### config.mk
export PLATFORM = sky130hd
export DESIGN_NAME = regfile_wb_arbiter
export DESIGN_NICKNAME = d
export VERILOG_FILES = /design/src/rtl/regfile_wb_arbiter.sv
export SDC_FILE = /design/constraint.sdc
export NUM_CORES = 1
export LEC_CHECK = 0
export BUFFER_PORTS_ARGS = -buffer_cell sky130_fd_sc_hd__buf_2
export CORE_UTILIZATION = 59
export CTS_CLUSTER_DIAMETER = 200
export DETAILED_ROUTE_END_ITERATION = 7
export PLACE_DENSITY = 0.81
export SYNTH_ARGS = -nofsm -noshare
export SYNTH_HDL_FRONTEND = slang
export SYNTH_SLANG_ARGS = --single-unit
### constraint.sdc
create_clock -name CLK -period 3.6 [get_ports CLK]
set_input_delay 0.18 -clock CLK [delete_from_list [all_inputs] [get_ports CLK]]
set_output_delay 0.18 -clock CLK [all_outputs]
set_load 0.01 [all_outputs]
### src/rtl/regfile_wb_arbiter.sv
// Writeback arbiter for the register file's single write port.
// Optional perf counters: define WB_PERF_EN.
module regfile_wb_arbiter #(
  parameter int DEPTH = 2,
  parameter int DW    = 8,
  parameter int AW    = 3
) (
  input  logic          CLK,
  input  logic          RESET,
  input  logic          ALU_VALID,
  input  logic [AW-1:0] ALU_ADDR,
  input  logic [DW-1:0] ALU_DATA,
  output logic          ALU_READY,
  input  logic          MEM_VALID,
  input  logic [AW-1:0] MEM_ADDR,
  input  logic [DW-1:0] MEM_DATA,
  output logic          MEM_READY,
  input  logic [AW-1:0] RD1ADDR,
  input  logic [AW-1:0] RD2ADDR,
  output logic          HAZARD,
  output logic          WRITE,
  output logic [AW-1:0] INADDRESS,
  output logic [DW-1:0] IN
`ifdef WB_PERF_EN
  ,
  output logic [15:0]   WR_COUNT,
  output logic [15:0]   MEM_STALL_COUNT
`endif
);

  localparam int PW = $clog2(DEPTH);
  localparam int CW = PW + 1;

  logic [AW-1:0] addr_q [DEPTH];
  logic [DW-1:0] data_q [DEPTH];
  logic [PW-1:0] wptr_q;
  logic [PW-1:0] rptr_q;
  logic [CW-1:0] count_q;

  logic          full;
  logic          empty;
  logic          enq;
  logic          deq;
  logic          iss_v;
  logic [AW-1:0] iss_a;
  logic [DW-1:0] iss_d;

  logic          write_q;
  logic [AW-1:0] inaddr_q;
  logic [DW-1:0] in_q;

  assign full      = (count_q == CW'(DEPTH));
  assign empty     = (count_q == '0);
  assign ALU_READY = !full;
  assign MEM_READY = !full;

  assign WRITE     = write_q;
  assign INADDRESS = inaddr_q;
  assign IN        = in_q;

  // Pick at most one write per cycle; loads win unless the FIFO is full
  always_comb begin
    iss_v = 1'b0;
    iss_a = '0;
    iss_d = '0;
    enq   = 1'b0;
    deq   = 1'b0;
    if (full) begin
      iss_v = 1'b1;
      iss_a = addr_q[rptr_q];
      iss_d = data_q[rptr_q];
      deq   = 1'b1;
    end else if (MEM_VALID) begin
      iss_v = 1'b1;
      iss_a = MEM_ADDR;
      iss_d = MEM_DATA;
      enq   = ALU_VALID;
    end else if (!empty) begin
      iss_v = 1'b1;
      iss_a = addr_q[rptr_q];
      iss_d = data_q[rptr_q];
      deq   = 1'b1;
      enq   = ALU_VALID;
    end else if (ALU_VALID) begin
      iss_v = 1'b1;
      iss_a = ALU_ADDR;
      iss_d = ALU_DATA;
    end
  end

  // Circular ALU buffer: storage, pointers and occupancy
  always_ff @(posedge CLK or negedge RESET) begin
    if (!RESET) begin
      for (int i = 0; i < DEPTH; i++) begin
        addr_q[i] <= '0;
        data_q[i] <= '0;
      end
      wptr_q  <= '0;
      rptr_q  <= '0;
      count_q <= '0;
    end else begin
      if (enq) begin
        addr_q[wptr_q] <= ALU_ADDR;
        data_q[wptr_q] <= ALU_DATA;
        wptr_q         <= wptr_q + 1'b1;
      end
      if (deq) begin
        rptr_q <= rptr_q + 1'b1;
      end
      if (enq && !deq) begin
        count_q <= count_q + 1'b1;
      end else if (deq && !enq) begin
        count_q <= count_q - 1'b1;
      end
    end
  end

  // Registered write port; address/data hold when idle
  always_ff @(posedge CLK or negedge RESET) begin
    if (!RESET) begin
      write_q  <= 1'b0;
      inaddr_q <= '0;
      in_q     <= '0;
    end else begin
      write_q <= iss_v;
      if (iss_v) begin
        inaddr_q <= iss_a;
        in_q     <= iss_d;
      end
    end
  end

  // Flag any in-flight write that targets an operand being decoded
  always_comb begin : hz_b
    logic [PW-1:0] off;
    off    = '0;
    HAZARD = 1'b0;
    for (int i = 0; i < DEPTH; i++) begin
      off = PW'(i) - rptr_q;
      if ({1'b0, off} < count_q &&
          (addr_q[i] == RD1ADDR ||
           addr_q[i] == RD2ADDR)) begin
        HAZARD = 1'b1;
      end
    end
    if (write_q &&
        (inaddr_q == RD1ADDR ||
         inaddr_q == RD2ADDR)) begin
      HAZARD = 1'b1;
    end
    if (MEM_VALID &&
        (MEM_ADDR == RD1ADDR ||
         MEM_ADDR == RD2ADDR)) begin
      HAZARD = 1'b1;
    end
    if (ALU_VALID &&
        (ALU_ADDR == RD1ADDR ||
         ALU_ADDR == RD2ADDR)) begin
      HAZARD = 1'b1;
    end
  end

`ifdef WB_PERF_EN
  logic [15:0] wr_cnt_q;
  logic [15:0] stall_cnt_q;

  assign WR_COUNT        = wr_cnt_q;
  assign MEM_STALL_COUNT = stall_cnt_q;

  // Saturating event counters for writes and blocked loads
  always_ff @(posedge CLK or negedge RESET) begin
    if (!RESET) begin
      wr_cnt_q    <= '0;
      stall_cnt_q <= '0;
    end else begin
      if (write_q && wr_cnt_q != 16'hFFFF) begin
        wr_cnt_q <= wr_cnt_q + 16'd1;
      end
      if (MEM_VALID && !MEM_READY &&
          stall_cnt_q != 16'hFFFF) begin
        stall_cnt_q <= stall_cnt_q + 16'd1;
      end
    end
  end
`endif

endmodule

==> results.cfg, run 1 <==
[setup_path]
crit_path_start_kind = flop
cp.buffers_inverters = 2
arrival_ns = 1.88
r2r_start = count_q[1]$_DFFE_PN0P_
worst_r2r_path_depth = 4
path_cells = inv_1 > a21oi_1 > o22ai_1 > a211o_1 > buf_2
reg2reg_slack_ns = 1.56
cp_slowest_cell = dfrtp_1
path_max_fanout = 14
required_ns = 3.42
r2r_end = addr_q[5]$_DFFE_PN0P_
cp-end-kind = primary output
crit_path_max_incr_delay_ns = 0.81
crit_family = flip-flops
criticalPathCategory = flop to primary output

[synthesis]
ys_warn_count = 0
ys_async_sr_fraction_pct = 100
synth_most_common_cell = dfrtp_1
syn_inst = 211
syn-cell-area_sq_um = 2390
synth_common_cells = dfrtp_1 (38), mux2_2 (19), xor2_1 (18)
synth_top_area_share_pct = 39.8
synth_cell_types = 39
synth_area_leaders = dfrtp_1 (40%), mux2_2 (9.0%), xor2_1 (6.6%)
avgSynthCellArea_sq_um = 11.3
synthFlopType = dfrtp_1
syn-num-nets = 244
seq_area_frac_synth_pct = 39.8
synth_edf_count = 0
ys_ff_latch = 38
yosysTopAreaCell = dfrtp_1

[clocking]
cts_buffer_depth = 2
holdBufCountCts = 0
numCtsBuffers = 5
path_clk_slew_ns = 0.07
clockRootBuffer = clkbuf_8
post_cts_buffers = 0
cts_tree = built
htreeDepth = 2
cts_sinks = 38
cts_resized = 0
clk_latency_ns = 0.29

[run_status]
status = finished with violations
failed_checks = hold timing

[drt]
vias = 1672
ant_nets = 0
drt_pre_antenna_iters = 4
drtIter0Drc = 56
vias_per_cell = 5.73
wire_per_inst_um = 16.4
wl_um = 4780
drc = 0

[run]
max-cap-violations = 0

[sta]
fin_crit_ns = 2.06
relSlewSlack_pct = 43.9
worstMarginPinSlew_ns = 0.842
rsz0062_at_grt = false
max_freq_mhz = 485
skew_ns = 0.00428
whs_ns = -0.0132
setup_viol = 0
drv_slew = 0
setup_tns_ns = 0
hold_viol_final = 18
timing.final.crit_share_pct = 57.3

[grt]
overflow = 0
grt_pass1_wl_um = 7860
gr-usage-all-layers_pct = 25.3
grt_pass1_vias = 1623
antenna_found_initial = 0
grt_max_degree = 39

[final_layout]
n_antenna_cell = 0
syn2layout_area_growth_pct = 9.21
final_util_pct = 69.2
drive_above_1_share_pct = 43.0
finish.net_count = 276

[power]
power_uw = 2240
ir_drop_uv = 481
power_density_nw_per_um2 = 860
power.leakage_uw = 0.00113

[die]
initial_utilization_pct = 63.4
die_h_um = 65.6
dieWidth_um = 65.6
die-area_sq_um = 4310
rows = 22
io_pins = 47
core_area_sq_um = 3770

[placed_design]
dp_hpwl_um = 3440
gp_congestion = 0.917
portBuffers = 46

[min_path]
hold_class = input pin to async pin
==> metrics by stage <==
stage / cell area (sq um) / std cells / setup WS (ns)
2_1_floorplan: 2390 / 211 / 2.00
3_3_place_gp: 2520 / 284 / 1.61
3_5_place_dp: 2520 / 284 / 1.59
4_1_cts: 2610 / 292 / 1.53
5_1_grt: 2610 / 292 / 1.42
6_report: 2610 / 292 / 1.54
==> flip-flops by register name, summed over array words and instances, names as in the netlist <==
name       count
data_q        16
IN             8
addr_q         6
INADDRESS      3
count_q        2
WRITE          1
rptr_q         1
wptr_q         1
==> worst max-delay path by stage <==
stage,from,slack (ns),to,cells after the start
CTS,rptr_q$_DFFE_PN0P_,1.53,HAZARD,5
detailed placement,count_q[1]$_DFFE_PN0P_,1.59,data_q[10]$_DFFE_PN0P_,4
global placement,count_q[1]$_DFFE_PN0P_,1.61,data_q[10]$_DFFE_PN0P_,4
floorplan,count_q[0]$_DFFE_PN0P_,2.00,count_q[1]$_DFFE_PN0P_,7
global route,count_q[1]$_DFFE_PN0P_,1.42,data_q[4]$_DFFE_PN0P_,4
finish,rptr_q$_DFFE_PN0P_,1.54,HAZARD,5
==> area by class of cell <==
cell class | instances | area (sq um)
fillers | 303 | 1160
flip-flops and latches | 38 | 951
clock inverters | 1 | 5.00
inverters | 1 | 3.75
well taps | 48 | 60.1
clock buffers | 7 | 86.3
multi-input cells | 151 | 1270
repair buffers | 46 | 230
==> cell families after synthesis <==
logic type,Yosys count,synth area share [%]
AO/OA/AOI/OAI,43,15.5
AND/OR/NAND/NOR,39,9.42
flip-flops,38,39.8
XOR/XNOR,35,12.8
multiplexers,33,15.0
buffers and inverters,22,6.91
adder cells (fa/ha/maj),1,0.523
==> layer usage <==
metal	GRT usage, %	wire length (um)	vias to the layer above
met2	37.9	2220	50
met5	0	0	-
met1	33.8	2200	802
li1	-	-	810
met3	6.25	256	10
met4	12.2	99	0
==> worst register-to-register path: stages, from the launching register on <==
cell and delay, ns:
dfrtp_1 0.77, nor2b_1 0.10, o21a_2 0.25, nand2b_1 0.41, mux2_2 0.40
==> cells in the final DEF (no fill, tap or decap), drive strengths merged, types with 7 or more instances in the layout <==
cell / netlist / final
a21oi: 14 / 14
nor2: 12 / 12
nand2: 11 / 11
buf: 18 / 46
mux2: 22 / 22
clkbuf: 3 / 7
xor2: 18 / 18
a22oi: 10 / 10
dfrtp: 38 / 38
xnor2: 17 / 17
mux2i: 11 / 11
o221a: 10 / 10
==> report_power, final <==
group | internal [uW] | switching [uW]
Sequential | 648 | 258
Clock | 154 | 144
Combinational | 584 | 456
Total | 1390 | 858
No activity file was read; power rests on OpenSTA's default activity.
==> run 2, diff against run 1 <==
- CORE_UTILIZATION: 59 -> 55
- PLACE_DENSITY: 0.81 -> 0.76
- clock period: 3.6 -> 1.9 ns (I/O delays scaled with it)
==> run 2 against run 1 <==
  * Utilization down 3.8 points
  * Sequential share of layout area down 0.87 points
  * Setup slack got worse by 1.4 ns
  * Cell count increased by 3.1%
  * Register-to-register slack worse by 1.4 ns
  * Largest power group unchanged
  * The flow now finishes without violations
==> results.cfg, run 2 (synthesis gave the netlist of run 1 again) <==
[setup_path]
criticalPathCategory = flop to primary output
crit_path_max_incr_delay_ns = 0.64
path_cells = inv_1 > a21oi_1 > o22ai_1 > a211o_1 > buf_2
crit_family = flip-flops
cp.buffers_inverters = 2
arrival_ns = 1.71
crit_path_start_kind = flop
cp_slowest_cell = dfrtp_1
path_max_fanout = 10
required_ns = 1.80
cp-end-kind = primary output

[die]
rows = 23
initial_utilization_pct = 58.5
die_h_um = 67.9
core_area_sq_um = 4090
io_pins = 47
dieWidth_um = 67.9
die-area_sq_um = 4610

[final_layout]
final_cell_mix = buf_2 (46), dfrtp_1 (38), mux2_2 (19)
final_common_cell = buf_2
top_register = data_q
drive_above_1_share_pct = 44.6
finish.net_count = 285
n_antenna_cell = 0
largest_register_ffs = 16
syn2layout_area_growth_pct = 11.9
final_cells = 301

[drt]
vias_per_cell = 5.59
dr_wl_met3_um = 214
wl_met2_um = 2150
drtIter0Drc = 73
wl_met1_um = 2340
drc = 0
top_layer_used = met4
wire_per_inst_um = 15.8
ant_nets = 0
drt_pre_antenna_iters = 4
vias = 1683
wl_um = 4770

[clocking]
path_clk_slew_ns = 0.07
htreeDepth = 2
cts_resized = 0
cts_sinks = 38
cts_tree = built
numCtsBuffers = 5
clockRootBuffer = clkbuf_8
cts_buffer_depth = 2
clk_latency_ns = 0.28

[placed_design]
gp_congestion = 0.846
dp.cells = 294
dp_hpwl_um = 3600
pre_cts_slack_ns = 0.247
portBuffers = 46

[grt]
grt_pass1_wl_um = 7640
antenna_found_initial = 0
grt_pass1_vias = 1610
grt_max_degree = 39
gr-usage-all-layers_pct = 23.1
overflow = 0

[sta]
fin_ws_ns = 0.0923
fin_crit_ns = 1.81
worstMarginPinSlew_ns = 0.830
setup_tns_ns = 0
relSlewSlack_pct = 44.6
setup_viol = 0
timing.final.crit_share_pct = 95.1
drv_slew = 0
hold_viol_final = 0
skew_ns = 0.00771
rsz0062_at_grt = false
max_freq_mhz = 553

[power]
power_uw = 4340
power.leakage_uw = 0.00117
ir_drop_uv = 828
power_density_nw_per_um2 = 1620

[run_status]
status = finished, final reports clean

[run]
max-cap-violations = 0

[min_path]
hold_class = input pin to flop
-- run 2: final cells by class --
type,count,area (sq um)
well taps,50,62.6
repair buffers,55,300
clock buffers,6,82.6
flip-flops and latches,38,951
inverters,1,3.75
multi-input cells,151,1270
fillers,341,1410
-- run 2: path summary, 6_finish.rpt --
kind                       slack (ns)  depth (start not counted)                       end              startpoint
hold / removal                   0.07                          2     data_q[5]$_DFFE_PN0P_             ALU_DATA[5]
hold reg to reg                  0.51                          1        wptr_q$_DFFE_PN0N_      wptr_q$_DFFE_PN0N_
setup reg to reg                 0.19                          6    count_q[1]$_DFFE_PN0P_  count_q[0]$_DFFE_PN0P_
min in group asynchronous        0.44                          2  INADDRESS[1]$_DFFE_PN0P_                   RESET
setup / recovery                 0.09                          5                    HAZARD      rptr_q$_DFFE_PN0P_
max in group asynchronous        0.92                          2     addr_q[3]$_DFFE_PN0P_                   RESET
-- run 2: power breakdown --
group	internal, uW	switching (uW)
combinational	1200	965
sequential	1230	413
clock	279	249
-- run 2: stage by stage --
stage	cell area [sq um]	util, %	hold slack (ns)
floorplan	2390	-	-0.201
global placement	2580	63.2	0.251
detailed placement	2580	63.2	0.254
CTS	2670	65.4	0.0623
global route	2670	65.4	0.0704
finish	2670	65.4	0.0700
-- run 2: metal layers --
| metal | GRT usage [%] | vias to the layer above |
|---|---|---|
| met4 | 9.11 | 0 |
| met3 | 4.50 | 7 |
| met5 | 0 | - |
| met1 | 32.1 | 807 |
| li1 | - | 829 |
| met2 | 35.3 | 40 |
-- run 2: what timing repair did --
action	in CTS	in global routing
endpoints found under the setup margin	0	0
buffers inserted	0	0
hold buffers	1	0
endpoints found under the hold margin	38	0
-- run 2: worst register-to-register path: stages, from the launching register on --
cell and delay [ns]:
dfrtp_1 0.53, and2_4 0.28, o21bai_4 0.19, ha_1 0.21
xor2_1 0.17, nor2_1 0.07, xor2_1 0.14
